--- config.mk ---
export PLATFORM = sky130hd
export DESIGN_NAME = tt_memop_sync_resp_flat
export DESIGN_NICKNAME = d
export VERILOG_FILES = /design/src/rtl/tt_memop_sync_resp_if.sv /design/src/rtl/tt_memop_sync_resp.sv /design/src/flat_wrapper.sv
export SDC_FILE = /design/constraint.sdc
export NUM_CORES = 1
export LEC_CHECK = 0
export BUFFER_PORTS_ARGS = -buffer_cell sky130_fd_sc_hd__buf_2
export CORE_MARGIN = 2
export CORE_UTILIZATION = 35
export CTS_CLUSTER_SIZE = 24
export DETAILED_ROUTE_END_ITERATION = 16
export GPL_TIMING_DRIVEN = 0
export SETUP_SLACK_MARGIN = 0.15
export SYNTH_ARGS = -nofsm -noshare
export SYNTH_HDL_FRONTEND = slang
export SYNTH_SLANG_ARGS = --single-unit
--- constraint.sdc ---
create_clock -name i_clk -period 1.9 [get_ports i_clk]
set_clock_uncertainty 0.05 [all_clocks]
set_input_delay 0.285 -clock i_clk [delete_from_list [all_inputs] [get_ports i_clk]]
set_output_delay 0.285 -clock i_clk [all_outputs]
set_load 0.005 [all_outputs]
--- src/rtl/tt_memop_sync_resp_if.sv ---
// ----------------------------------------------------------------------------
// tt_memop_sync_resp_if
// Bundle of the memop synchronisation handshake between the vector unit /
// memory core (master) and the response tracker (slave).
//
// Signals (named from the tracker's point of view):
//   i_memop_sync_start  memop-start pulse from the vector unit
//   i_is_load           memop type at start (1 = load, 0 = store)
//   i_req_valid         one memory request issued for the current memop
//   i_req_last          qualifies i_req_valid: final request of the memop
//   i_resp_valid        one load-data return or store ack
//   i_kill              flush the current memop
//   o_req_ready         request accepted this cycle if i_req_valid
//   o_memop_sync_end    single-cycle completion pulse
//   o_busy              tracker not idle
//   o_is_load           memop type latched at start
//   o_outstanding       current outstanding request count
//   o_err               sticky protocol-error flag
// ----------------------------------------------------------------------------
interface tt_memop_sync_resp_if #(
  parameter int CNT_W = 5
);
  logic             i_memop_sync_start;
  logic             i_is_load;
  logic             i_req_valid;
  logic             i_req_last;
  logic             i_resp_valid;
  logic             i_kill;
  logic             o_req_ready;
  logic             o_memop_sync_end;
  logic             o_busy;
  logic             o_is_load;
  logic [CNT_W-1:0] o_outstanding;
  logic             o_err;

  modport master (
    output i_memop_sync_start, i_is_load, i_req_valid, i_req_last,
           i_resp_valid, i_kill,
    input  o_req_ready, o_memop_sync_end, o_busy, o_is_load,
           o_outstanding, o_err
  );

  modport slave (
    input  i_memop_sync_start, i_is_load, i_req_valid, i_req_last,
           i_resp_valid, i_kill,
    output o_req_ready, o_memop_sync_end, o_busy, o_is_load,
           o_outstanding, o_err
  );
endinterface

--- src/rtl/tt_memop_sync_resp.sv ---
// ----------------------------------------------------------------------------
// tt_memop_sync_resp
// Tracks one vector memop from start to completion: counts memory requests
// that are still waiting for a response, throttles issue at MAX_OUTST, and
// pulses o_memop_sync_end once the last request has been issued and every
// response has returned. Illegal handshake events are ignored and recorded
// in a sticky error flag that only reset clears.
//
// Ports:
//   i_clk    clock, all state updates on the rising edge
//   i_reset  synchronous active-high reset
//   bus      tt_memop_sync_resp_if.slave (handshake inputs, status outputs)
//
// Parameters:
//   MAX_OUTST  maximum outstanding requests per memop
//   CNT_W      counter width, 2**CNT_W must exceed MAX_OUTST
//
// Every output is a flop. The flop inputs are computed from the next state
// and next count, so each output equals the combinational definition
// evaluated on the current registered state.
// ----------------------------------------------------------------------------
module tt_memop_sync_resp #(
  parameter int MAX_OUTST = 16,
  parameter int CNT_W     = 5
) (
  input  logic                   i_clk,
  input  logic                   i_reset,
  tt_memop_sync_resp_if.slave    bus
);

  typedef enum logic [1:0] {
    ST_IDLE  = 2'd0,
    ST_ISSUE = 2'd1,
    ST_DRAIN = 2'd2,
    ST_END   = 2'd3
  } state_t;

  localparam logic [CNT_W-1:0] MAX_C  = CNT_W'(MAX_OUTST);
  localparam logic [CNT_W-1:0] ZERO_C = {CNT_W{1'b0}};
  localparam logic [CNT_W-1:0] ONE_C  = CNT_W'(1);

  state_t           state_r;
  state_t           state_nxt_s;
  logic [CNT_W-1:0] cnt_r;
  logic [CNT_W-1:0] cnt_nxt_s;
  logic             ready_r;
  logic             ready_nxt_s;
  logic             busy_r;
  logic             busy_nxt_s;
  logic             end_r;
  logic             end_nxt_s;
  logic             is_load_r;
  logic             is_load_nxt_s;
  logic             err_r;
  logic             err_nxt_s;

  logic             in_idle_s;
  logic             in_issue_s;
  logic             in_drain_s;
  logic             in_end_s;
  logic             req_acc_s;
  logic             resp_ok_s;
  logic             dec_s;
  logic             err_evt_s;

  assign in_idle_s  = (state_r == ST_IDLE);
  assign in_issue_s = (state_r == ST_ISSUE);
  assign in_drain_s = (state_r == ST_DRAIN);
  assign in_end_s   = (state_r == ST_END);

  // ready_r is only ever set while in ISSUE below the limit
  assign req_acc_s = bus.i_req_valid && ready_r;
  assign resp_ok_s = bus.i_resp_valid && (in_issue_s || in_drain_s);
  // A response with nothing outstanding only counts when it pairs with a
  // request accepted in the same cycle; otherwise the counter would wrap.
  assign dec_s     = resp_ok_s && ((cnt_r != ZERO_C) || req_acc_s);

  assign err_evt_s =
      (bus.i_resp_valid && !(in_issue_s || in_drain_s))
    || (resp_ok_s && (cnt_r == ZERO_C) && !req_acc_s)
    || (bus.i_req_valid && !in_issue_s)
    || (bus.i_memop_sync_start && !in_idle_s);

  // State register
  always_ff @(posedge i_clk) begin
    if (i_reset) begin
      state_r <= ST_IDLE;
    end else begin
      state_r <= state_nxt_s;
    end
  end

  // Next-state logic; kill wins over every other event
  always_comb begin
    state_nxt_s = state_r;
    if (bus.i_kill) begin
      state_nxt_s = ST_IDLE;
    end else begin
      case (state_r)
        ST_IDLE: begin
          if (bus.i_memop_sync_start) begin
            state_nxt_s = ST_ISSUE;
          end else begin
            state_nxt_s = ST_IDLE;
          end
        end
        ST_ISSUE: begin
          if (req_acc_s && bus.i_req_last) begin
            state_nxt_s = ST_DRAIN;
          end else begin
            state_nxt_s = ST_ISSUE;
          end
        end
        ST_DRAIN: begin
          // registered count: completion is seen one cycle after it drains
          if (cnt_r == ZERO_C) begin
            state_nxt_s = ST_END;
          end else begin
            state_nxt_s = ST_DRAIN;
          end
        end
        ST_END: begin
          state_nxt_s = ST_IDLE;
        end
        default: begin
          state_nxt_s = ST_IDLE;
        end
      endcase
    end
  end

  // Output/datapath next values derived from the next state
  always_comb begin
    cnt_nxt_s     = cnt_r;
    is_load_nxt_s = is_load_r;
    if (bus.i_kill) begin
      cnt_nxt_s = ZERO_C;
    end else if (req_acc_s && !dec_s) begin
      cnt_nxt_s = cnt_r + ONE_C;
    end else if (!req_acc_s && dec_s) begin
      cnt_nxt_s = cnt_r - ONE_C;
    end else begin
      cnt_nxt_s = cnt_r;
    end

    if (bus.i_kill) begin
      is_load_nxt_s = 1'b0;
    end else if (in_idle_s && bus.i_memop_sync_start) begin
      is_load_nxt_s = bus.i_is_load;
    end else if (in_end_s) begin
      is_load_nxt_s = 1'b0;
    end else begin
      is_load_nxt_s = is_load_r;
    end

    // illegal events that a kill flushes are not recorded
    err_nxt_s   = err_r | (err_evt_s & !bus.i_kill);
    ready_nxt_s = (state_nxt_s == ST_ISSUE) && (cnt_nxt_s < MAX_C);
    busy_nxt_s  = (state_nxt_s != ST_IDLE);
    end_nxt_s   = (state_nxt_s == ST_END);
  end

  // Counter, flags and output flops
  always_ff @(posedge i_clk) begin
    if (i_reset) begin
      cnt_r     <= ZERO_C;
      is_load_r <= 1'b0;
      err_r     <= 1'b0;
      ready_r   <= 1'b0;
      busy_r    <= 1'b0;
      end_r     <= 1'b0;
    end else begin
      cnt_r     <= cnt_nxt_s;
      is_load_r <= is_load_nxt_s;
      err_r     <= err_nxt_s;
      ready_r   <= ready_nxt_s;
      busy_r    <= busy_nxt_s;
      end_r     <= end_nxt_s;
    end
  end

  assign bus.o_req_ready      = ready_r;
  assign bus.o_memop_sync_end = end_r;
  assign bus.o_busy           = busy_r;
  assign bus.o_is_load        = is_load_r;
  assign bus.o_outstanding    = cnt_r;
  assign bus.o_err            = err_r;

endmodule

--- src/flat_wrapper.sv ---
// flat-port wrapper written by rule: the top's interface ports become plain ports
module tt_memop_sync_resp_flat 
#(
  parameter int MAX_OUTST = 16,
  parameter int CNT_W     = 5
)
  (i_clk, i_reset, bus_i_memop_sync_start, bus_i_is_load, bus_i_req_valid, bus_i_req_last, bus_i_resp_valid, bus_i_kill, bus_o_req_ready, bus_o_memop_sync_end, bus_o_busy, bus_o_is_load, bus_o_outstanding, bus_o_err);
  tt_memop_sync_resp_if #(.CNT_W(CNT_W)) bus_i ();
  input  logic i_clk;
  input  logic i_reset;
  input wire logic [$bits(bus_i.i_memop_sync_start)-1:0] bus_i_memop_sync_start;
  input wire logic [$bits(bus_i.i_is_load)-1:0] bus_i_is_load;
  input wire logic [$bits(bus_i.i_req_valid)-1:0] bus_i_req_valid;
  input wire logic [$bits(bus_i.i_req_last)-1:0] bus_i_req_last;
  input wire logic [$bits(bus_i.i_resp_valid)-1:0] bus_i_resp_valid;
  input wire logic [$bits(bus_i.i_kill)-1:0] bus_i_kill;
  output wire logic [$bits(bus_i.o_req_ready)-1:0] bus_o_req_ready;
  output wire logic [$bits(bus_i.o_memop_sync_end)-1:0] bus_o_memop_sync_end;
  output wire logic [$bits(bus_i.o_busy)-1:0] bus_o_busy;
  output wire logic [$bits(bus_i.o_is_load)-1:0] bus_o_is_load;
  output wire logic [$bits(bus_i.o_outstanding)-1:0] bus_o_outstanding;
  output wire logic [$bits(bus_i.o_err)-1:0] bus_o_err;
  assign bus_i.i_memop_sync_start = bus_i_memop_sync_start;
  assign bus_i.i_is_load = bus_i_is_load;
  assign bus_i.i_req_valid = bus_i_req_valid;
  assign bus_i.i_req_last = bus_i_req_last;
  assign bus_i.i_resp_valid = bus_i_resp_valid;
  assign bus_i.i_kill = bus_i_kill;
  assign bus_o_req_ready = bus_i.o_req_ready;
  assign bus_o_memop_sync_end = bus_i.o_memop_sync_end;
  assign bus_o_busy = bus_i.o_busy;
  assign bus_o_is_load = bus_i.o_is_load;
  assign bus_o_outstanding = bus_i.o_outstanding;
  assign bus_o_err = bus_i.o_err;
  tt_memop_sync_resp #(.MAX_OUTST(MAX_OUTST), .CNT_W(CNT_W)) u_core (.i_clk(i_clk), .i_reset(i_reset), .bus(bus_i));
endmodule
==> impl_metrics.json <==
{
  "final_cell_area_um2": 1000,
  "nFillCells": 210,
  "clkPwrFrac_pct": 33.5,
  "cp-end-kind": "flip-flop",
  "synth-seq-cells": 12,
  "r2r_cells": 11,
  "drt_iter0_markers": 19,
  "cts-hold-fix-buffers": 0,
  "rsz0062_at_grt": "yes",
  "fin_crit_ps": 2070,
  "grt_pass1_vias": 661,
  "syn_inst": 84,
  "synthDistinctLibCells": 33,
  "grt_max_degree": 9,
  "combPwrFrac_pct": 13.1,
  "worst_slack_ps": -166,
  "grt_overflow": 0,
  "startpoint": "u_core.bus.o_outstanding[0]",
  "routed_wl_um": 1590,
  "grt_use_total_pct": 14.1,
  "fin_setup_tns_ps": -577,
  "path_max_fanout": 3,
  "worst_slew_pin_slew_ps": 384,
  "power.density_nw_per_um2": 485,
  "initial_core_util_pct": 37.4,
  "clockBufferDepth": 2,
  "p_seq_share_pct": 53.4,
  "pin_count": 18,
  "path_class": "flip-flop to flip-flop",
  "netlist_area_um2": 734,
  "worstSetupEndpoint": "u_core.bus.o_outstanding[4]",
  "layout-drive-gt1-share_pct": 42.9,
  "violations": "negative setup slack",
  "r2r-start": "u_core.bus.o_outstanding[0]",
  "drv_slew": 0,
  "peakVddDrop_mv": 0.268,
  "place_congestion": 0.747,
  "clk_pin_slew_ps": 80,
  "p_sw_share_pct": 24.2,
  "rrSetupSlack_ps": -170,
  "syn_nets": 100,
  "cp-start-kind": "flip-flop",
  "core.rowCount": 16,
  "grt_pass1_wl_um": 2680,
  "placed_cell_area_um2": 890,
  "via_per_inst": 5.02,
  "hpwl_um": 1210,
  "htree_levels": 1,
  "cts_buffers": 3,
  "diodes": 0,
  "drt-pass1-iter-count": 4,
  "port_buffers": 17,
  "drcViolationCount": 0,
  "outcome": "complete, but fails checks",
  "setup_viol": 5,
  "antenna_found_initial": 0,
  "crit_required_ps": 2070,
  "cts_tree": "built",
  "arrival_ps": 2240,
  "timing.final.crit_share_pct": 109,
  "min_path_type": "input pin to flip-flop",
  "vias": 698,
  "antenna_left": 0,
  "die_width_um": 49.8,
  "nets": 129,
  "dieHeight_um": 49.8,
  "hold_viol": 0,
  "die_area_um2": 2480,
  "design.core.area_um2": 1960,
  "syn_avg_cell_area_um2": 8.74,
  "max_freq_mhz": 484,
  "clock_latency_ps": 270,
  "wl_per_cell_um": 11.5,
  "p_sw_mw": 0.118,
  "synth_warnings": 0,
  "leakagePower_nw": 0.507,
  "relSlewSlack_pct": 74.4,
  "yosysSeqAreaShare_pct": 32.7,
  "cts_sinks": 12,
  "max_cap_violations": 0,
  "syn_to_final_growth_pct": 36.5,
  "internal_power_mw": 0.368,
  "cts_root_buffer": "clkbuf_4",
  "r2r-end": "u_core.bus.o_outstanding[4]"
}
-- sequential cells by signal, summed over array words and instances, names as in the netlist --
register / cells
u_core.bus.o_memop_sync_end: 1
u_core.bus.o_err: 1
u_core.bus.o_is_load: 1
u_core.bus.o_req_ready: 1
u_core.bus.o_outstanding: 5
u_core.state_r: 2
u_core.bus.o_busy: 1
-- per-layer routing --
layer | part of all wire, % | global-route usage, %
met2 | 52 | 25.8
met5 | 0 | 0
met1 | 42 | 15.0
met4 | 1.8 | 7.41
met3 | 4.4 | 3.03
-- cells in the final DEF (no fill, tap or decap), types with 4 or more instances in the layout --
cell type  count
inv_1         11
buf_2         17
buf_4          5
ha_1           5
dfxtp_1        8
nor2_1         4
nand2_1        7
-- layout make-up --
class                      count  area [µm²]  area share, %
inverter                      15        58.8           5.87
multi-input combinational     56         477           47.6
timing repair buffer          24         145           14.5
clock buffer                   4        26.3           2.62
tap                           27        33.8           3.37
buffer                         1        11.3           1.12
sequential                    12         250           25.0
-- worst min path at each step --
stage	start	end	slack (ps)	depth (start not counted)
3_3_place_gp	u_core.bus.o_is_load	u_core.bus.o_is_load	420	2
6_report	i_reset	u_core.bus.o_err	140	2
4_1_cts	i_reset	u_core.bus.o_err	130	2
5_1_grt	i_reset	u_core.bus.o_err	120	2
2_1_floorplan	i_reset	u_core.bus.o_err	300	1
3_5_place_dp	u_core.bus.o_err	u_core.bus.o_err	430	2
-- metrics by stage --
step | utilization [%] | power [mW] | hold WS, ps | worst slack (ps) | cells
6_report | 51.1 | 0.486 | 142 | -166 | 139
5_1_grt | 51.1 | 0.515 | 125 | -311 | 139
4_1_cts | 49.9 | 0.495 | 132 | -213 | 137
3_5_place_dp | 45.3 | 0.323 | 428 | -384 | 128
2_1_floorplan | - | 0.300 | 301 | -146 | 84
3_3_place_gp | 45.3 | 0.322 | 423 | -316 | 128
-- synth_stat cells, drive strengths merged --
cell	count	area [µm²]
o41ai	1	16.3
a22oi	1	7.51
a21boi	1	7.51
mux2i	1	10.0
or2	1	6.26
buf	1	7.51
ha	8	100
nor4b	1	15.0
or3	1	6.26
nand2b	3	26.3
xor2	1	8.76
and2	3	18.8
a211oi	2	15.0
a31oi	1	6.26
o221ai	1	8.76
a221oi	2	23.8
nor3b	1	7.51
o211ai	3	27.5
dfxtp	12	240
a21oi	2	10.0
nand2	7	26.3
o21ai	2	10.0
nand4	3	18.8
nor2	4	15.0
nand3b	1	7.51
nor3	1	5.00
inv	15	56.3
nand3	3	15.0
a221o	1	11.3
-- cells by family (layout without fill, tap and decap cells) --
family                     Yosys count  after routing  synth area share, %
AOI/OAI and AO/OA                   17             17                 19.6
muxes                                1              1                 1.36
xor gates and xnor gates             1              1                 1.19
buffers and inverters               16             44                 8.69
and+or+nand+nor                     29             29                 22.8
DFF                                 12             12                 32.7
adders and majority gates            8              8                 13.6
-- critical path, cell delays in order (launching register included) --
cell and delay, ps:
dfxtp_4 370, inv_4 40, ha_4 150, nor4b_4 130, a21boi_2 150, nand2_1 90
ha_2 180, buf_6 120, nand2b_4 140, o41ai_4 230, xor2_1 220, and2_1 150
-- timing repair --
action,CTS,global route
setup endpoints to repair,6,6
setup buffers,5,2
gates resized for setup,7,4
pin swaps,11,10
-- power by group through the flow --
| stage | sequential, mW | combinational [mW] | clock [mW] |
|---|---|---|---|
| after global routing | 0.260 | 0.0706 | 0.184 |
| final | 0.260 | 0.0637 | 0.163 |
| after global placement | 0.267 | 0.0550 | 0 |
| after floorplan | 0.267 | 0.0333 | 0 |
| after detailed placement | 0.267 | 0.0558 | 0 |
| after CTS | 0.261 | 0.0607 | 0.174 |
Note: power is estimated with default switching activity, not from simulation.
